File: config.mk
export PLATFORM = sky130hd
export DESIGN_NAME = cache_fsm_controller
export DESIGN_NICKNAME = d
export VERILOG_FILES = /design/src/rtl/cache_pkg.sv /design/src/rtl/cache_victim_select.sv /design/src/rtl/cache_fsm_controller.sv
export SDC_FILE = /design/constraint.sdc
export NUM_CORES = 1
export LEC_CHECK = 0
export ABC_AREA = 0
export CAP_MARGIN = 10
export CELL_PAD_IN_SITES_DETAIL_PLACEMENT = 0
export CELL_PAD_IN_SITES_GLOBAL_PLACEMENT = 1
export CORE_UTILIZATION = 38
export CTS_CLUSTER_SIZE = 12
export DETAILED_ROUTE_END_ITERATION = 8
export PLACE_DENSITY_LB_ADDON = 0.1
export SLEW_MARGIN = 20
export SYNTH_ARGS = -nofsm -noshare
export SYNTH_HDL_FRONTEND = slang
export SYNTH_HIERARCHICAL = 1
export SYNTH_SLANG_ARGS = --single-unit
File: constraint.sdc
create_clock -name clk -period 4.3 [get_ports clk]
set_input_delay 0.86 -clock clk [delete_from_list [all_inputs] [get_ports clk]]
set_output_delay 0.86 -clock clk [all_outputs]
set_load 0.02 [all_outputs]
File: src/rtl/cache_pkg.sv
// Shared types, default geometry and width helpers for the cache controller.
package cache_pkg;

  // Controller FSM states
  typedef enum logic [2:0] {
    IDLE,
    LOOKUP,
    REFILL_REQ,
    REFILL_DATA,
    WT_REQ,
    WT_WAIT,
    RESPOND
  } cache_state_t;

  localparam int unsigned DEF_ADDR_SIZE       = 32;
  localparam int unsigned DEF_NUM_SETS        = 16;
  localparam int unsigned DEF_NUM_WAYS        = 4;
  localparam int unsigned DEF_WORDS_PER_BLOCK = 8;
  localparam int unsigned BYTE_OFF_W          = 2;

  // Way index width; a direct-mapped cache still carries a 1-bit way index
  function automatic int unsigned way_width(input int unsigned num_ways);
    return (num_ways > 1) ? $clog2(num_ways) : 1;
  endfunction

  // Tag width left over once set, word and byte offsets are removed
  function automatic int unsigned tag_width(input int unsigned addr_size,
                                            input int unsigned num_sets,
                                            input int unsigned words_per_block);
    return addr_size - $clog2(num_sets) - $clog2(words_per_block) - BYTE_OFF_W;
  endfunction

endpackage

File: src/rtl/cache_victim_select.sv
// Refill victim choice: lowest invalid way, otherwise the replacement unit's pick.
module cache_victim_select
  import cache_pkg::*;
#(
  parameter int unsigned NUM_WAYS = DEF_NUM_WAYS,
  parameter int unsigned WAY_W    = way_width(DEF_NUM_WAYS)
) (
  input  logic [NUM_WAYS-1:0] valid_i,
  input  logic [WAY_W-1:0]    replace_way_i,
  output logic [WAY_W-1:0]    victim_way_o
);

  // Scan downward so the lowest invalid way wins
  always_comb begin
    victim_way_o = replace_way_i;
    for (int i = NUM_WAYS - 1; i >= 0; i--) begin
      if (!valid_i[i]) victim_way_o = WAY_W'(i);
    end
  end

endmodule

File: src/rtl/cache_fsm_controller.sv
// Write-through set-associative cache controller: lookup, block refill, write-through.
module cache_fsm_controller
  import cache_pkg::*;
#(
  parameter int unsigned ADDR_SIZE       = DEF_ADDR_SIZE,
  parameter int unsigned NUM_SETS        = DEF_NUM_SETS,
  parameter int unsigned NUM_WAYS        = DEF_NUM_WAYS,
  parameter int unsigned WORDS_PER_BLOCK = DEF_WORDS_PER_BLOCK,
  parameter int unsigned WRITE_ALLOCATE  = 1,
  localparam int unsigned WAY_W          = way_width(NUM_WAYS),
  localparam int unsigned SET_W          = $clog2(NUM_SETS),
  localparam int unsigned WORD_W         = $clog2(WORDS_PER_BLOCK)
) (
  input  logic                 clk,
  input  logic                 rst_n,
  input  logic                 cpu_req_valid,
  output logic                 cpu_req_ready,
  input  logic                 cpu_we,
  input  logic [ADDR_SIZE-1:0] cpu_addr,
  output logic                 cpu_resp_valid,
  output logic                 cpu_resp_hit,
  input  logic                 flush,
  input  logic [NUM_WAYS-1:0]  tag_match,
  input  logic [WAY_W-1:0]     replace_way,
  output logic                 cru_enable,
  output logic [WAY_W-1:0]     cru_way,
  output logic [SET_W-1:0]     array_set,
  output logic [WAY_W-1:0]     array_way,
  output logic [WORD_W-1:0]    array_word,
  output logic                 array_we,
  output logic                 array_src_mem,
  output logic                 tag_we,
  output logic                 mem_req_valid,
  input  logic                 mem_req_ready,
  output logic                 mem_req_we,
  output logic [ADDR_SIZE-1:0] mem_req_addr,
  input  logic                 mem_rdata_valid,
  input  logic                 mem_wr_done
);

  localparam int unsigned TAG_W = tag_width(ADDR_SIZE, NUM_SETS, WORDS_PER_BLOCK);

  typedef struct packed {
    logic [TAG_W-1:0]      tag;
    logic [SET_W-1:0]      set;
    logic [WORD_W-1:0]     word;
    logic [BYTE_OFF_W-1:0] byte_off;
  } cache_addr_t;

  cache_state_t                         state_q, state_d;
  cache_addr_t                          addr_q, addr_d;
  logic                                 we_q, we_d;
  logic                                 miss_q, miss_d;
  logic [WAY_W-1:0]                     victim_q, victim_d;
  logic [WORD_W-1:0]                    beat_q, beat_d;
  logic [NUM_SETS-1:0][NUM_WAYS-1:0]    valid_q, valid_d;

  logic [NUM_WAYS-1:0] hit_vec;
  logic                hit;
  logic [WAY_W-1:0]    hit_way;
  logic [WAY_W-1:0]    victim_way;
  logic                unused_byte_off;

  // Byte lanes are resolved outside the controller
  assign unused_byte_off = ^addr_q.byte_off;

  // Hit detection against the latched set; lowest matching way wins
  always_comb begin
    hit_vec = tag_match & valid_q[addr_q.set];
    hit     = |hit_vec;
    hit_way = '0;
    for (int i = NUM_WAYS - 1; i >= 0; i--) begin
      if (hit_vec[i]) hit_way = WAY_W'(i);
    end
  end

  cache_victim_select #(
    .NUM_WAYS (NUM_WAYS),
    .WAY_W    (WAY_W)
  ) u_victim (
    .valid_i       (valid_q[addr_q.set]),
    .replace_way_i (replace_way),
    .victim_way_o  (victim_way)
  );

  // State and per-transaction context registers
  always_ff @(posedge clk or negedge rst_n) begin
    if (!rst_n) begin
      state_q  <= IDLE;
      addr_q   <= '0;
      we_q     <= 1'b0;
      miss_q   <= 1'b0;
      victim_q <= '0;
      beat_q   <= '0;
      valid_q  <= '0;
    end else begin
      state_q  <= state_d;
      addr_q   <= addr_d;
      we_q     <= we_d;
      miss_q   <= miss_d;
      victim_q <= victim_d;
      beat_q   <= beat_d;
      valid_q  <= valid_d;
    end
  end

  // Next-state and output decode
  always_comb begin
    state_d        = state_q;
    addr_d         = addr_q;
    we_d           = we_q;
    miss_d         = miss_q;
    victim_d       = victim_q;
    beat_d         = beat_q;
    valid_d        = valid_q;
    cpu_req_ready  = 1'b0;
    cpu_resp_valid = 1'b0;
    cpu_resp_hit   = 1'b0;
    cru_enable     = 1'b0;
    cru_way        = '0;
    array_set      = addr_q.set;
    array_way      = '0;
    array_word     = '0;
    array_we       = 1'b0;
    array_src_mem  = 1'b0;
    tag_we         = 1'b0;
    mem_req_valid  = 1'b0;
    mem_req_we     = 1'b0;
    mem_req_addr   = '0;

    unique case (state_q)
      IDLE: begin
        cpu_req_ready = !flush;
        if (flush) begin
          valid_d = '0;
        end else if (cpu_req_valid) begin
          addr_d  = cpu_addr;
          we_d    = cpu_we;
          miss_d  = 1'b0;
          state_d = LOOKUP;
        end
      end

      LOOKUP: begin
        if (hit) begin
          cru_enable = 1'b1;
          cru_way    = hit_way;
          if (we_q) begin
            array_we      = 1'b1;
            array_src_mem = 1'b0;
            array_way     = hit_way;
            array_word    = addr_q.word;
            state_d       = WT_REQ;
          end else begin
            state_d = RESPOND;
          end
        end else begin
          miss_d = 1'b1;
          if (we_q && (WRITE_ALLOCATE == 0)) begin
            state_d = WT_REQ;
          end else begin
            victim_d = victim_way;
            state_d  = REFILL_REQ;
          end
        end
      end

      REFILL_REQ: begin
        mem_req_valid = 1'b1;
        mem_req_addr  = {addr_q.tag, addr_q.set, {(WORD_W + BYTE_OFF_W){1'b0}}};
        if (mem_req_ready) begin
          beat_d  = '0;
          state_d = REFILL_DATA;
        end
      end

      REFILL_DATA: begin
        array_way  = victim_q;
        array_word = beat_q;
        if (mem_rdata_valid) begin
          array_we      = 1'b1;
          array_src_mem = 1'b1;
          beat_d        = beat_q + WORD_W'(1);
          if (beat_q == WORD_W'(WORDS_PER_BLOCK - 1)) begin
            tag_we                       = 1'b1;
            valid_d[addr_q.set][victim_q] = 1'b1;
            state_d                      = LOOKUP;
          end
        end
      end

      WT_REQ: begin
        mem_req_valid = 1'b1;
        mem_req_we    = 1'b1;
        mem_req_addr  = {addr_q.tag, addr_q.set, addr_q.word, {BYTE_OFF_W{1'b0}}};
        if (mem_req_ready) state_d = WT_WAIT;
      end

      WT_WAIT: begin
        if (mem_wr_done) state_d = RESPOND;
      end

      RESPOND: begin
        cpu_resp_valid = 1'b1;
        cpu_resp_hit   = !miss_q;
        state_d        = IDLE;
      end

      default: state_d = IDLE;
    endcase
  end

endmodule

==> qor.txt <==
Share of cells above drive strength 1 - 16.1%
Pre-CTS setup slack - 0.263 ns
GR Overflow Total - 0
CP required - 3.44 ns
Final setup margin - 0.113 ns
Vias - 3982
Antenna violations before repair - 0
Post-CTS setup buffers - 0
Flops & latches, synth - 104
Fill count - 1279
Max Transition Viols Final - 0
Number of flops mapped to enable cells by yosys - 0
Maximum buffer depth of the clock tree - 2
GPL Wtd Cong - 0.757
Leak - 0.00301 uW
# rows - 42
H-tree levels - 3
Maximum vdd drop - 0.281 mV
Post-synthesis cell count - 500
Reg clk slew, reported paths - 0.07 ns
Initial core utilization - 39.2%
DIE HEIGHT - 119 um
Synth cell types - 52
Critical path arrival - 3.33 ns
Vias in the first global route - 3934
Max-cap violations - 0
Routed WL - 13.1 mm
Core region area - 13300 um^2
Slew @ Worst Pin - 0.944 ns
Clock Sink Count - 104
Dpl hpwl - 9.00 mm
Num CTS Buffers - 9
Setup Viol. Count Final - 0
Largest net degree at the start of global routing - 74
CTS tree - done
Drt first pass iters - 4
Top FF cell, synth - dfrtp_1
Clk_skew - 0.00675 ns
Die X - 119 um
Sequential-to-total area share from yosys stat - 49.7%
I/O pins - 98
Die area - 14200 um^2
Synth area leader - dfrtp_1
Area grow syn2layout - 27.5%
Via density - 5.21
Detailed-route wire length per cell - 17.1 um
Nets@finish - 633
Pwr dens - 542 nW/um^2
Crit start category - flip-flop
Post-synthesis cell area - 5230 um^2
# DRC - 0
Async S/R FF share, synth - 100%
Slew HR - 37.0%
Final ANT Viol Nets - 0
Ys Warns - 6
CTS root buf - clkbuf_16
Global-route wire length before repair - 21.6 mm
RSZ-0062 raised after global routing - false
Tot GR Track Use - 19.7%
Min cycle time layout - 4.19 ns
R2R Setup Slk - 1.50 ns
Sequential cell area - 2610 um^2
Worst min-delay path class - flip-flop to flip-flop
Clk_lat worst skew - 0.35 ns
Hold buffers post-CTS - 0
Multi-input logic area - 2420 um^2
DRT iter0 DRCs - 259
Final hold vios - 0
Post-layout util - 50.0%
# port buffers - 93
Crit path capture type - output port
# diodes - 0
Syn Area/Cell - 10.5 um^2
Synth area leaders - dfrtp_1 (50%), mux2_2 (8.0%), a21oi_1 (6.6%), nor2_1 (5.8%), and2_1 (3.7%)
Yosys top cell area share - 49.7%
Outcome - completed
Tcrit/Tclk final - 97.4%
Max Fclk - 0.239 GHz
Final setup TNS - 0 ns
Crit path max fanout - 18
WS Path Type - flip-flop to output port
==> kinds of logic after synthesis <==
group                      after synthesis  share of synthesized area, %
and+or+nand+nor                        181                          17.1
AOI/OAI and AO/OA                      107                          12.5
DFF                                    104                          49.7
muxes                                   56                          15.7
buffers and inverters                   49                          4.45
adders and majority gates                2                         0.478
other                                    1                        0.0717
==> flip-flops by register name, indices dropped and copies added, names as in the netlist <==
register and cells:
we_q 1, array_set 4, valid_q 64, beat_q 3, addr_q 26, state_q 3, victim_q 2, miss_q 1
==> placed cells by master, fill, tap and decap left out, types with 3 or more instances in the layout <==
cell type        count
o31ai_1              3
a22o_1               3
nor3_1              11
nand2_1             16
mux2i_1              3
a31oi_1              6
nor2_1              81
nor2b_1              7
and2_1              31
mux2_2              37
clkbuf_16            9
o21ai_0              3
mux4_1               7
dfrtp_2              3
buf_4               18
inv_1               11
a21oi_1             69
clkdlybuf4s50_1     92
dfrtp_1            101
nor4_1               4
mux4_2               8
nand2b_1            12
a22oi_1              3
and3_1               6
==> synthesized netlist by cell type (2+ instances only) <==
| library cell | count |
|---|---|
| o31ai_1 | 3 |
| nor2b_1 | 7 |
| nor3_1 | 11 |
| and3_1 | 7 |
| nor2_1 | 81 |
| buf_4 | 6 |
| nor4_1 | 4 |
| a21o_1 | 2 |
| or2_2 | 2 |
| nor3b_1 | 2 |
| o22ai_1 | 2 |
| buf_1 | 9 |
| buf_2 | 2 |
| dfrtp_1 | 104 |
| nand2_1 | 16 |
| mux2i_1 | 4 |
| nand3b_1 | 2 |
| a22o_1 | 3 |
| ha_1 | 2 |
| nand2b_1 | 12 |
| mux2_2 | 37 |
| clkbuf_1 | 19 |
| and2_1 | 31 |
| a21oi_1 | 69 |
| mux4_2 | 8 |
| a31oi_1 | 6 |
| a32o_1 | 2 |
| a22oi_1 | 4 |
| inv_1 | 11 |
| o41ai_1 | 2 |
| o21ai_0 | 3 |
| mux4_1 | 7 |
==> stage by stage <==
| stage | std cells | hold WS [ns] | instance area [um^2] | total power, uW |
|---|---|---|---|---|
| detailed placement | 750 | 0.478 | 6340 | 2800 |
| finish | 765 | 0.491 | 6670 | 3620 |
| global route | 765 | 0.514 | 6670 | 3850 |
| floorplan | 501 | 0.450 | 5240 | 2290 |
| global placement | 750 | 0.469 | 6340 | 2780 |
| CTS | 765 | 0.494 | 6650 | 3660 |
==> path summary, 6_finish.rpt <==
check / start / depth (start not counted) / end
max in group asynchronous: rst_n / 2 / valid_q[24]
min in group asynchronous: rst_n / 1 / state_q[1]
setup / recovery: array_set[0] / 7 / cru_enable
hold reg to reg: valid_q[21] / 2 / valid_q[21]
hold / removal: valid_q[21] / 2 / valid_q[21]
setup reg to reg: array_set[0] / 7 / victim_q[1]
==> area by class of cell <==
cell class	count	share of cell area, %
Clock buffer	11	3.79
Clock inverter	4	0.769
Inverter	11	0.619
Multi-Input combinational cell	348	36.3
Sequential cell	104	39.1
Tap cell	176	3.30
Timing Repair Buffer	111	16.1
==> power by group <==
group	internal [uW]	switching (uW)	total, uW
Combinational	689	748	1440
Sequential	1160	188	1340
Clock	481	355	836
Total	2330	1290	3620
==> worst max-delay path: stages, from the launching register on <==
cell             delay [ns]
dfrtp_2                0.41
buf_12                 0.19
mux4_1                 0.62
a32o_1                 0.32
a31o_4                 0.23
or4_4                  0.52
and2_1                 0.15
clkdlybuf4s50_1        0.53
==> what timing repair did <==
item,4_1_cts,5_1_grt
resized for setup,1,6
hold endpoints to repair,0,0
endpoints found under the setup margin,1,7
==> layer usage <==
| layer | part of all wire (%) | vias to the layer above | track usage, % | wire length [um] |
|---|---|---|---|---|
| li1 | - | 1917 | - | - |
| met5 | 0 | - | 0 | 0 |
| met2 | 46 | 95 | 31.0 | 6060 |
| met4 | 0.91 | 0 | 5.39 | 119 |
| met1 | 48 | 1961 | 27.3 | 6280 |
| met3 | 4.8 | 9 | 4.74 | 633 |
(Power assumes the default switching activity.)
